`src/rtl/mem_load_scheduler_if.sv`:
```
// mem_load_scheduler_if: pass control, configuration and reader/compute handshake bundle
interface mem_load_scheduler_if;
    logic       start;
    logic [7:0] img_base;
    logic [7:0] img_step;
    logic [7:0] filt_base;
    logic [7:0] filt_step;
    logic [7:0] z_cfg;
    logic       rd_start;
    logic [7:0] rd_x;
    logic [7:0] rd_y;
    logic [7:0] rd_z;
    logic       rd_done;
    logic       cmp_start;
    logic       cmp_done;
    logic [7:0] tile_idx;
    logic [7:0] group_idx;
    logic       busy;
    logic       done;
    modport master (
        input  start, img_base, img_step, filt_base, filt_step, z_cfg, rd_done, cmp_done,
        output rd_start, rd_x, rd_y, rd_z, cmp_start, tile_idx, group_idx, busy, done
    );
    modport slave (
        output start, img_base, img_step, filt_base, filt_step, z_cfg, rd_done, cmp_done,
        input  rd_start, rd_x, rd_y, rd_z, cmp_start, tile_idx, group_idx, busy, done
    );
endinterface

```
`src/rtl/mem_load_scheduler.sv`:
```
// mem_load_scheduler: sequences reader loads and compute runs over every tile of every filter group
module mem_load_scheduler #(
    parameter int NUM_TILES  = 4,
    parameter int NUM_GROUPS = 2
) (
    input logic                  clk,
    input logic                  rst,
    mem_load_scheduler_if.master bus
);
    typedef enum logic [2:0] {IDLE, LOAD_REQ, LOAD_WAIT, CMP_REQ, CMP_WAIT, ADVANCE, FINISH} state_t;
    state_t     state, state_nxt;
    logic [7:0] img_base_r, img_step_r, filt_step_r, z_r;
    logic [7:0] x_acc, y_acc, tile_r, group_r;
    logic       last_tile, last_group;
    assign last_tile  = tile_r == 8'(NUM_TILES - 1);
    assign last_group = group_r == 8'(NUM_GROUPS - 1);
    // state register; reset aborts any pass in progress
    always_ff @(posedge clk or negedge rst)
        if (!rst) state <= IDLE;
        else      state <= state_nxt;
    // next state from the current state and the reader/compute handshakes
    always_comb begin
        state_nxt = state;
        case (state)
            IDLE:      state_nxt = bus.start ? LOAD_REQ : IDLE;
            LOAD_REQ:  state_nxt = LOAD_WAIT;
            LOAD_WAIT: state_nxt = bus.rd_done ? CMP_REQ : LOAD_WAIT;
            CMP_REQ:   state_nxt = CMP_WAIT;
            CMP_WAIT:  state_nxt = bus.cmp_done ? ADVANCE : CMP_WAIT;
            ADVANCE:   state_nxt = (last_tile && last_group) ? FINISH : LOAD_REQ;
            FINISH:    state_nxt = IDLE;
            default:   state_nxt = IDLE;
        endcase
    end
    // configuration latch and running address accumulators (equal to base + idx*step mod 256)
    always_ff @(posedge clk or negedge rst) begin
        if (!rst) begin
            img_base_r  <= '0;
            img_step_r  <= '0;
            filt_step_r <= '0;
            z_r         <= '0;
            x_acc       <= '0;
            y_acc       <= '0;
            tile_r      <= '0;
            group_r     <= '0;
        end else if (state == IDLE && bus.start) begin
            img_base_r  <= bus.img_base;
            img_step_r  <= bus.img_step;
            filt_step_r <= bus.filt_step;
            z_r         <= bus.z_cfg;
            x_acc       <= bus.filt_base;
            y_acc       <= bus.img_base;
            tile_r      <= '0;
            group_r     <= '0;
        end else if (state == ADVANCE && !last_tile) begin
            tile_r <= tile_r + 8'd1;
            y_acc  <= y_acc + img_step_r;
        end else if (state == ADVANCE && !last_group) begin
            tile_r  <= '0;
            group_r <= group_r + 8'd1;
            y_acc   <= img_base_r;
            x_acc   <= x_acc + filt_step_r;
        end
    end
    assign bus.rd_start  = state == LOAD_REQ;
    assign bus.cmp_start = state == CMP_REQ;
    assign bus.done      = state == FINISH;
    assign bus.busy      = state != IDLE;
    assign bus.rd_x      = x_acc;
    assign bus.rd_y      = y_acc;
    assign bus.rd_z      = z_r;
    assign bus.tile_idx  = tile_r;
    assign bus.group_idx = group_r;
endmodule

```
`src/flat_wrapper.sv`:
```
// flat-port wrapper written by rule: the top's interface ports become plain ports
module mem_load_scheduler_flat 
#(
    parameter int NUM_TILES  = 4,
    parameter int NUM_GROUPS = 2
)
  (clk, rst, bus_start, bus_img_base, bus_img_step, bus_filt_base, bus_filt_step, bus_z_cfg, bus_rd_done, bus_cmp_done, bus_rd_start, bus_rd_x, bus_rd_y, bus_rd_z, bus_cmp_start, bus_tile_idx, bus_group_idx, bus_busy, bus_done);
  mem_load_scheduler_if bus_i ();
  input logic clk;
  input logic rst;
  input wire logic [$bits(bus_i.start)-1:0] bus_start;
  input wire logic [$bits(bus_i.img_base)-1:0] bus_img_base;
  input wire logic [$bits(bus_i.img_step)-1:0] bus_img_step;
  input wire logic [$bits(bus_i.filt_base)-1:0] bus_filt_base;
  input wire logic [$bits(bus_i.filt_step)-1:0] bus_filt_step;
  input wire logic [$bits(bus_i.z_cfg)-1:0] bus_z_cfg;
  input wire logic [$bits(bus_i.rd_done)-1:0] bus_rd_done;
  input wire logic [$bits(bus_i.cmp_done)-1:0] bus_cmp_done;
  output wire logic [$bits(bus_i.rd_start)-1:0] bus_rd_start;
  output wire logic [$bits(bus_i.rd_x)-1:0] bus_rd_x;
  output wire logic [$bits(bus_i.rd_y)-1:0] bus_rd_y;
  output wire logic [$bits(bus_i.rd_z)-1:0] bus_rd_z;
  output wire logic [$bits(bus_i.cmp_start)-1:0] bus_cmp_start;
  output wire logic [$bits(bus_i.tile_idx)-1:0] bus_tile_idx;
  output wire logic [$bits(bus_i.group_idx)-1:0] bus_group_idx;
  output wire logic [$bits(bus_i.busy)-1:0] bus_busy;
  output wire logic [$bits(bus_i.done)-1:0] bus_done;
  assign bus_i.start = bus_start;
  assign bus_i.img_base = bus_img_base;
  assign bus_i.img_step = bus_img_step;
  assign bus_i.filt_base = bus_filt_base;
  assign bus_i.filt_step = bus_filt_step;
  assign bus_i.z_cfg = bus_z_cfg;
  assign bus_i.rd_done = bus_rd_done;
  assign bus_i.cmp_done = bus_cmp_done;
  assign bus_rd_start = bus_i.rd_start;
  assign bus_rd_x = bus_i.rd_x;
  assign bus_rd_y = bus_i.rd_y;
  assign bus_rd_z = bus_i.rd_z;
  assign bus_cmp_start = bus_i.cmp_start;
  assign bus_tile_idx = bus_i.tile_idx;
  assign bus_group_idx = bus_i.group_idx;
  assign bus_busy = bus_i.busy;
  assign bus_done = bus_i.done;
  mem_load_scheduler #(.NUM_TILES(NUM_TILES), .NUM_GROUPS(NUM_GROUPS)) u_core (.clk(clk), .rst(rst), .bus(bus_i));
endmodule
```
`config.mk`:
```
export PLATFORM = sky130hd
export DESIGN_NAME = mem_load_scheduler_flat
export DESIGN_NICKNAME = d
export VERILOG_FILES = /design/src/rtl/mem_load_scheduler_if.sv /design/src/rtl/mem_load_scheduler.sv /design/src/flat_wrapper.sv
export SDC_FILE = /design/constraint.sdc
export NUM_CORES = 1
export LEC_CHECK = 0
export BUFFER_PORTS_ARGS = -buffer_cell sky130_fd_sc_hd__buf_4
export CAP_MARGIN = 40
export CORE_ASPECT_RATIO = 1.2
export CORE_MARGIN = 2
export CORE_UTILIZATION = 33
export CTS_CLUSTER_DIAMETER = 50
export DETAILED_ROUTE_END_ITERATION = 10
export HOLD_SLACK_MARGIN = 0.03
export SYNTH_ARGS = -nofsm -noshare
export SYNTH_HDL_FRONTEND = slang
export SYNTH_SLANG_ARGS = --single-unit
```
`constraint.sdc`:
```
create_clock -name clk -period 2.45 [get_ports clk]
set_clock_uncertainty 0.05 [all_clocks]
set_input_delay 0.1225 -clock clk [delete_from_list [all_inputs] [get_ports clk]]
set_output_delay 0.1225 -clock clk [all_outputs]
set_load 0.02 [all_outputs]
```
---- After elaboration in Yosys (flattened, before gate mapping) ----
Cells that the tools add are included.
operators by class
  add/sub/neg operators ................... 4
  equality and inequality tests ........... 9
  muxes and demuxes ....................... 17
  reduce and logical (&&, ||, !) cells .... 11
operators with widths
  cell                                                 count
  2-to-1 mux 8 bit                                     12
  one-hot mux 3 bit (6 select lines)                   1
  adder 8 x 1 -> 8 bit, second input constant          2
  adder 8 bit                                          2
  equality test 3 bit, second input constant           3
  equality test 8 x 1 -> 1 bit, second input constant  1
  equality test 8 x 2 -> 1 bit, second input constant  1
  equality test 3 x 2 -> 1 bit, second input constant  2
  nonzero test 3 bit                                   2
  logical AND 1 bit                                    4
  equality test 3 x 1 -> 1 bit, second input constant  1
  zero test 3 bit                                      1
  2-to-1 mux 1 bit                                     3
  2-to-1 mux 3 bit                                     1
  zero test 1 bit                                      2
  != test 2 x 1 -> 1 bit, second input constant        1
  AND reduction 2 bit                                  1
  nonzero test 2 bit                                   1
word-level totals
  bits in registers ....................... 67
  bits of input ports ..................... 45
  output and inout port bits .............. 44
  logic and storage cells ................. 50

---- Longest topological paths before layout ----
Gate-level depths: netlist (run 1).
  word-level depth ........................ 6
  gate-level depth with buffers ........... 9
  gate-level depth less buffers ........... 9

---- Worst setup path after synthesis (run 1) ----
No wires, ideal clock.
  path type ............................... flip-flop to flip-flop
  start point ............................. reg u_core.x_acc[0], in the netlist u_core.bus.rd_x[0]
  end point ............................... reg u_core.x_acc[6], in the netlist u_core.bus.rd_x[6]
  setup time .............................. 0.124 ns
  data arrival time ....................... 2.066 ns
  data required time ...................... 2.276 ns
  slack ................................... 0.211 ns
  cell stages (with the launch flop) ...... 10
  buffers on the path ..................... 0
  period minus slack after synthesis ...... 2.239 ns
  cells stage by stage .................... dfrtp_1 -> ha_1 -> inv_1 -> fa_1 -> nor2b_1 -> o21ai_0 -> a21boi_0 -> mux2i_1 -> a31oi_1 -> a211o_1
between the ends
  cells in the longest elaborated chain, start to end .. 4
ends and longest elaborated chain
  what                    line                      text
  from (decl)             mem_load_scheduler.sv:13  logic [7:0] x_acc, y_acc, tile_r, group_r;
  from (signal assigned)  mem_load_scheduler.sv:51  x_acc <= bus.filt_base;
  from (signal assigned)  mem_load_scheduler.sv:62  x_acc <= x_acc + filt_step_r;
  adder 8 bit             mem_load_scheduler.sv:62
  2-to-1 mux 8 bit        mem_load_scheduler.sv:58  end else if (state == ADVANCE && !last_group) begin
  2-to-1 mux 8 bit        mem_load_scheduler.sv:55  end else if (state == ADVANCE && !last_tile) begin
  2-to-1 mux 8 bit        mem_load_scheduler.sv:46  end else if (state == IDLE && bus.start) begin
Every way passes these cells. The select of a mux whose other input is x is not followed.
A chain may end at the register's enable or synchronous reset.

---- Worst setup path after layout (run 1) ----
  start point ............................. reg u_core.group_r[0], in the netlist u_core.bus.group_idx[0]
  end point ............................... reg u_core.x_acc[6], in the netlist u_core.bus.rd_x[6]
between the ends
  cells in the longest elaborated chain, start to end .. 5
ends and longest elaborated chain
  what                                  line                      text
  from (decl)                           mem_load_scheduler.sv:13
  from (signal assigned)                mem_load_scheduler.sv:60  group_r <= group_r + 8'd1;
  equality test 8 x 1 -> 1 bit          mem_load_scheduler.sv:16  assign last_group = group_r == 8'(NUM_GROUPS - 1);
  zero test 1 bit                       mem_load_scheduler.sv:58
  logical AND 1 bit                     mem_load_scheduler.sv:58
  nonzero test 2 bit (no source line)   --
  AND reduction 2 bit (no source line)  --
Every way passes these cells.

==> impl_metrics.py, run 1 <==
metrics = {
    "outcome": {
        "status": "finished clean",
    },
    "routing": {
        "post-route-drc-count": 0,
        "drtAntennaViolNets": 0,
        "routed_via_density": 4.92,
        "routedWlPerCell_um": 14.4,
        "drt_iter0_drc": 157,
        "drt_wl_total_mm": 9.59,
        "num_vias": 3281,
        "firstDrtPassIters": 4,
    },
    "clocking": {
        "htreeDepth": 3,
        "cts_buffers": 9,
        "clock_latency_ns": 0.33,
        "cts_tree": "yes",
        "postCtsSetupRepairBufs": 0,
        "cts_sinks": 67,
        "clock_path_buffers": 2,
        "clk_transition_reported_paths_ns": 0.05,
        "clockRootBuffer": "clkbuf_16",
    },
    "floorplan": {
        "die-area_um2": 11700,
        "dieHeight_um": 118,
        "core_um2": 10500,
        "io_pins": 89,
        "placementRows": 41,
        "initial_utilization_pct": 34.0,
        "die_w_um": 99.0,
    },
    "place": {
        "dpl_cell_area_um2": 4380,
        "dp_slack_ns": 0.124,
        "gp_congestion": 0.817,
        "port-buffer-count": 88,
        "dp_hpwl_mm": 6.73,
    },
    "worst_setup_path": {
        "cp_max_fo": 9,
        "rr_worst_depth": 6,
        "worst_ep_arrival_time_ns": 2.41,
        "path_depth": 6,
        "slowest_delay_ns": 0.46,
        "reg2reg_from": "u_core.bus.group_idx[0]",
        "cpLargestDelayFamily": "simple AND/OR/NAND/NOR gates",
        "path_buf_inv": 0,
        "cpMaxStageDelayCell": "dfrtp_1",
        "required_ns": 2.61,
        "r2r-end": "u_core.bus.rd_x[6]",
        "path_cells": "ha_1, nor4b_2, a21oi_2, nand3_1, and3_1, a211o_1",
        "startpoint": "u_core.bus.group_idx[0]",
        "worst-setup-path-type": "reg2reg",
        "start_kind": "flop",
        "crit_path_end": "u_core.bus.rd_x[6]",
        "rrSetupSlack_ns": 0.20,
        "end_kind": "flop",
    },
    "timing": {
        "finalSetupTns_ns": 0,
        "rsz0062_at_grt": "no",
        "setup_violations": 0,
        "holdWs_ns": 0.0307,
        "min_period_ns": 2.25,
        "finalHoldViolations": 0,
        "setup_slack_ns": 0.204,
        "finalCritPeriodShare_pct": 91.7,
        "clock.fmax_ghz": 0.445,
        "worst_pin_slew_ns": 0.583,
        "slew_headroom_pct": 61.0,
        "slew_viol_final": 0,
    },
    "layout": {
        "fin_area_um2": 5050,
        "syn_to_final_growth_pct": 41.2,
        "num_antenna_cells": 0,
        "final_nets": 597,
        "drive_above_1_share_pct": 23.2,
    },
    "synth": {
        "synth_top_cells_by_area": "dfrtp_1, nand2_1, ha_1, o21ai_0, nor2_1",
        "ys_types": 47,
        "synth-main-ff-cell": "dfrtp_1",
        "ys_warn_count": 0,
        "yosysTopAreaCell": "dfrtp_1",
        "syn_avg_cell_area_um2": 8.83,
        "netlist_instances": 405,
        "synth-edff-count": 0,
        "ys_ff_latch": 67,
        "syn_area_um2": 3580,
        "synth_seq_area_share_pct": 46.9,
        "synth_nets": 469,
        "synthArstFlopShare_pct": 100,
        "synth_top_area_share_pct": 46.9,
    },
    "power_and_ir_drop": {
        "p_sw_share_pct": 41.5,
        "vdd_drop_max_uv": 597,
        "power_mw": 6.24,
        "power_frac_seq_pct": 30.0,
        "p_int_mw": 3.65,
        "leakage_nw": 2.46,
        "switchingPower_mw": 2.59,
        "pwr-share-comb_pct": 49.5,
        "power_density_nw_per_um2": 1240,
        "p_clk_share_pct": 20.5,
    },
    "global_route": {
        "antenna_found_initial": 0,
        "track_usage_pct": 16.9,
        "grt_max_degree": 38,
        "overflow": 0,
        "grt_pass1_wl_mm": 15.9,
        "grt_pass1_vias": 3325,
    },
    "flow_run": {
        "maxCapViolCount": 0,
    },
    "min_path": {
        "hold_path_class": "in2reg",
    },
}
[flip-flops by register name, summed over array words and instances (netlist names)]
name	flops
u_core.bus.group_idx	8
u_core.bus.rd_x	8
u_core.bus.rd_y	8
u_core.bus.rd_z	8
u_core.bus.tile_idx	8
u_core.filt_step_r	8
u_core.img_base_r	8
u_core.img_step_r	8
u_core.state	3
[timing repair]
| action | CTS | global route |
|---|---|---|
| endpoints found under the setup margin | 0 | 1 |
| gates resized for setup | 0 | 1 |
| hold endpoints to repair | 67 | 0 |
| hold buffers | 38 | 0 |
[cells by family after synthesis]
family / Yosys count / share of synthesized area, %
flip-flops: 67 / 46.9
AND/OR/NAND/NOR: 198 / 24.7
adder cells (fa/ha/maj): 19 / 7.07
multiplexers: 1 / 0.280
AO/OA/AOI/OAI: 71 / 12.6
XOR/XNOR: 17 / 4.16
buffers and inverters: 32 / 4.34
[worst register-to-register path: stages, from the launching register on]
cell	delay (ns)
dfrtp_1	0.46
ha_1	0.23
nor4b_2	0.17
a21oi_2	0.23
nand3_1	0.40
and3_1	0.36
a211o_1	0.23
[placed cells by master, fill, tap and decap left out, types with 3 or more instances in the layout]
cell type      Yosys  routed
nand2_1          118     118
buf_4              0      96
dfrtp_1           67      67
dlygate4sd3_1      0      38
nor2_1            32      32
o21ai_0           24      24
ha_1              17      17
inv_1             14      14
a21oi_1           11      11
a31oi_1           10      10
nor3_1             9       9
xnor2_1            9       9
nand3_1            9       9
clkbuf_16          0       9
xor2_1             8       8
and3_1             5       5
nor2b_1            5       5
nand4_1            5       5
clkinv_2           0       5
o22ai_1            4       4
nor3_2             3       3
o21bai_1           3       3
a22oi_1            3       3
[final cells by class]
class                   instances  area (um^2)
clock buffers                  10          239
flip-flops and latches         67         1680
repair buffers                135         1120
clock inverters                 6         55.1
well taps                     129          161
multi-input cells             306         1750
inverters                      14         52.6
fillers                      1004         5460
[how the worst min path moves through the flow]
stage                           startpoint                      end  slack, ns  cells after the start
after floorplan                        rst  u_core.bus.group_idx[0]      -0.22                      0
after global placement                 rst  u_core.bus.group_idx[4]       0.25                      1
after detailed placement               rst  u_core.bus.group_idx[6]       0.04                      1
after CTS                 bus_filt_base[2]       u_core.bus.rd_x[2]       0.03                      3
after global routing      bus_filt_base[2]       u_core.bus.rd_x[2]       0.07                      3
final                     bus_filt_base[2]       u_core.bus.rd_x[2]       0.03                      3
[cells in the mapped netlist, types with 2 or more instances]
library cell / n
inv_1: 14
a31oi_1: 10
a22oi_1: 3
o21bai_1: 3
clkbuf_1: 5
nand4_1: 5
fa_1: 2
xnor2_1: 9
nand3_1: 9
nor2_1: 32
xor2_1: 8
o22ai_1: 4
nand2b_1: 2
a21oi_1: 11
a21oi_2: 2
and3_1: 5
nor3_1: 9
buf_2: 10
or3_1: 2
o21ai_0: 24
ha_1: 17
nor3_2: 3
buf_6: 3
dfrtp_1: 67
o211ai_1: 2
nand3b_1: 2
nand2_1: 118
nor2b_1: 5
[through the flow]
step,util [%],std cells
finish,48.0,667
global placement,41.4,612
floorplan,-,405
CTS,48.0,667
global route,48.0,667
detailed placement,41.6,613
[routing by layer]
layer  wire length [um]  up-vias  global-route usage [%]
met2               4610       92                    27.7
met1               4300     1553                    21.5
li1                   -     1622                       -
met3                501       14                    4.22
met5                  0        -                       0
met4                172        0                    6.42
[power by group through the flow]
stage,Sequential [mW],Combinational (mW),Clock (mW)
after detailed placement,1.88,3.04,0
after CTS,1.88,3.10,1.31
final,1.87,3.09,1.28
after floorplan,2.02,1.96,0
after global placement,1.87,2.93,0
after global routing,1.94,3.45,1.37
No activity file was read; power rests on OpenSTA's default activity.
==> inputs of run 2 (changes only) <==
ABC_AREA = 1   (was not set)
==> run 2 against run 1 <==
Compared with the run above: final cell count is 14% higher; first-iteration DRC count is 4.5% lower; synthesized area is 5.8% higher; maximum frequency is 14% higher; largest cell class unchanged.
==> impl_metrics.py, run 2 <==
metrics = {
    "power_and_ir_drop": {
        "p_sw_share_pct": 42.3,
        "p_int_mw": 3.63,
        "leakage_nw": 2.71,
        "vdd_drop_max_uv": 590,
        "power_frac_seq_pct": 29.9,
        "power_density_nw_per_um2": 1190,
        "pwr-share-comb_pct": 50.1,
        "switchingPower_mw": 2.65,
        "p_clk_share_pct": 20.0,
    },
    "flow_run": {
        "maxCapViolCount": 0,
    },
    "routing": {
        "post-route-drc-count": 0,
        "firstDrtPassIters": 4,
        "drt_wl_total_mm": 9.65,
        "routedWlPerCell_um": 12.7,
        "drtAntennaViolNets": 0,
        "num_vias": 3466,
        "routed_via_density": 4.56,
        "drt_iter0_drc": 150,
    },
    "synth": {
        "ys_types": 41,
        "netlist_instances": 471,
        "synth_seq_area_share_pct": 44.3,
        "synth_common_cells": "nand2_1, dfrtp_1, inv_1",
        "syn_avg_cell_area_um2": 8.04,
        "synth-main-ff-cell": "dfrtp_1",
        "synth_nets": 535,
        "synthArstFlopShare_pct": 100,
        "synth_top_cells_by_area": "dfrtp_1, nand2_1, ha_1, inv_1, nand3_1",
        "syn_area_um2": 3780,
        "ys_ff_latch": 67,
        "ys_warn_count": 0,
        "yosysTopAreaCell": "dfrtp_1",
        "synth-edff-count": 0,
        "post-synth-top-count-cell": "nand2_1",
        "synth_top_area_share_pct": 44.3,
    },
    "layout": {
        "final_nets": 665,
        "seqCellArea_um2": 1680,
        "final_common_cell": "nand2_1",
        "instances_no_fill": 760,
        "syn_to_final_growth_pct": 39.0,
        "layout_common_cells": "nand2_1, buf_4, dfrtp_1",
        "finish.utilization_pct": 47.5,
        "num_antenna_cells": 0,
        "multiInputGateArea_um2": 1840,
        "drive_above_1_share_pct": 22.1,
        "fillers": 1077,
    },
    "clocking": {
        "cts_tree": "yes",
        "clock_latency_ns": 0.33,
        "postCtsSetupRepairBufs": 0,
        "cts_sinks": 67,
        "clock_path_buffers": 2,
        "clk_transition_reported_paths_ns": 0.06,
        "postCtsHoldBufs": 38,
        "clockRootBuffer": "clkbuf_16",
        "cts_resized": 0,
        "htreeDepth": 3,
        "cts_buffers": 9,
    },
    "timing": {
        "holdWs_ns": 0.0351,
        "finalCritPeriodShare_pct": 80.7,
        "slew_viol_final": 0,
        "slew_headroom_pct": 59.0,
        "worst_pin_slew_ns": 0.614,
        "min_period_ns": 1.98,
        "rsz0062_at_grt": "no",
        "clock.fmax_ghz": 0.506,
        "setup_violations": 0,
        "finalHoldViolations": 0,
        "finalSetupTns_ns": 0,
    },
    "min_path": {
        "hold_path_class": "in2reg",
        "worstHoldStart": "bus_filt_base[0]",
    },
    "global_route": {
        "grt_pass1_wl_mm": 16.0,
        "track_usage_pct": 16.5,
        "grt_pass1_vias": 3397,
        "overflow": 0,
        "grt_max_degree": 48,
        "antenna_found_initial": 0,
    },
    "worst_setup_path": {
        "start_kind": "flop",
        "reg2reg_from": "u_core.bus.rd_x[0]",
        "worst-setup-path-type": "reg2reg",
        "startpoint": "u_core.bus.rd_x[0]",
        "cp_max_fo": 3,
        "end_kind": "flop",
        "worst_ep_arrival_time_ns": 2.13,
        "required_ns": 2.61,
    },
    "place": {
        "gp_congestion": 0.836,
        "dp_cells": 706,
        "port-buffer-count": 88,
        "dp_hpwl_mm": 6.91,
    },
    "floorplan": {
        "die_w_um": 102,
        "initial_utilization_pct": 34.1,
        "placementRows": 42,
        "io_pins": 89,
        "die-area_um2": 12300,
        "core_um2": 11100,
        "dieHeight_um": 121,
    },
    "outcome": {
        "status": "finished clean",
    },
}
## run 2: cell types whose count changed after synthesis, sizes merged, moves of 4 or more
cell	change
a21oi	+6
a31oi	-8
and3	-4
clkbuf	-5
inv	+31
nand2	+56
nand3	+21
nor2	+10
nor2b	-5
nor3	-7
o21ai	-4
xnor2	-5
## run 2: cells by family (layout without fill, tap and decap cells)
family,Yosys count,after routing,share of synthesized area (%)
simple gates,263,263,30.5
flops,67,67,44.3
fa+ha+maj,19,19,6.68
compound gates,57,57,9.32
xor+xnor,9,9,2.08
buf+inv,56,191,7.14
## run 2: per-layer routing
layer,wire (um),GRT usage (%)
met1,4400,21.0
met3,560,4.21
met5,0,0
met4,127,5.41
met2,4570,27.0
## run 2: path summary, 6_finish.rpt
kind / to / slack, ns / depth (start not counted)
worst max register to register: u_core.bus.rd_x[6] / 0.47 / 9
worst min-delay path: u_core.bus.rd_x[0] / 0.04 / 3
worst min register to register: u_core.img_base_r[0] / 0.42 / 2
min in group asynchronous: u_core.bus.tile_idx[6] / 0.19 / 2
max in group asynchronous: u_core.img_step_r[6] / 1.62 / 3
worst max-delay path: u_core.bus.rd_x[6] / 0.47 / 9
## run 2: area by class of cell
type	instances	area share, %
clock buffers	15	5.47
repair buffers	130	20.7
inverters	45	3.26
clock inverters	1	0.0951
multi-input cells	348	34.9
well taps	154	3.66
flip-flops and latches	67	31.9
## run 2: critical path, stage by stage (launching register included)
cell     delay [ns]
dfrtp_1        0.37
ha_1           0.18
inv_1          0.06
fa_1           0.40
o21ai_0        0.36
nand3_1        0.17
nand2_1        0.09
nand2_1        0.05
nand3_1        0.07
nand3_1        0.07
## run 2: power groups by stage
| stage | registers, mW | logic [mW] | clock network (mW) |
|---|---|---|---|
| after global placement | 1.88 | 3.04 | 0 |
| after detailed placement | 1.89 | 3.11 | 0 |
| after global routing | 1.94 | 3.58 | 1.33 |
| after floorplan | 2.06 | 2.04 | 0 |
| final | 1.88 | 3.15 | 1.26 |
| after CTS | 1.88 | 3.17 | 1.27 |
## run 2: stage by stage
| stage | worst slack [ns] | cell area (um^2) | power [mW] |
|---|---|---|---|
| after CTS | 0.492 | 5260 | 6.32 |
| after global routing | 0.289 | 5260 | 6.84 |
| after detailed placement | 0.504 | 4590 | 5.00 |
| after floorplan | 0.611 | 3780 | 4.10 |
| final | 0.473 | 5260 | 6.28 |
| after global placement | 0.554 | 4560 | 4.92 |
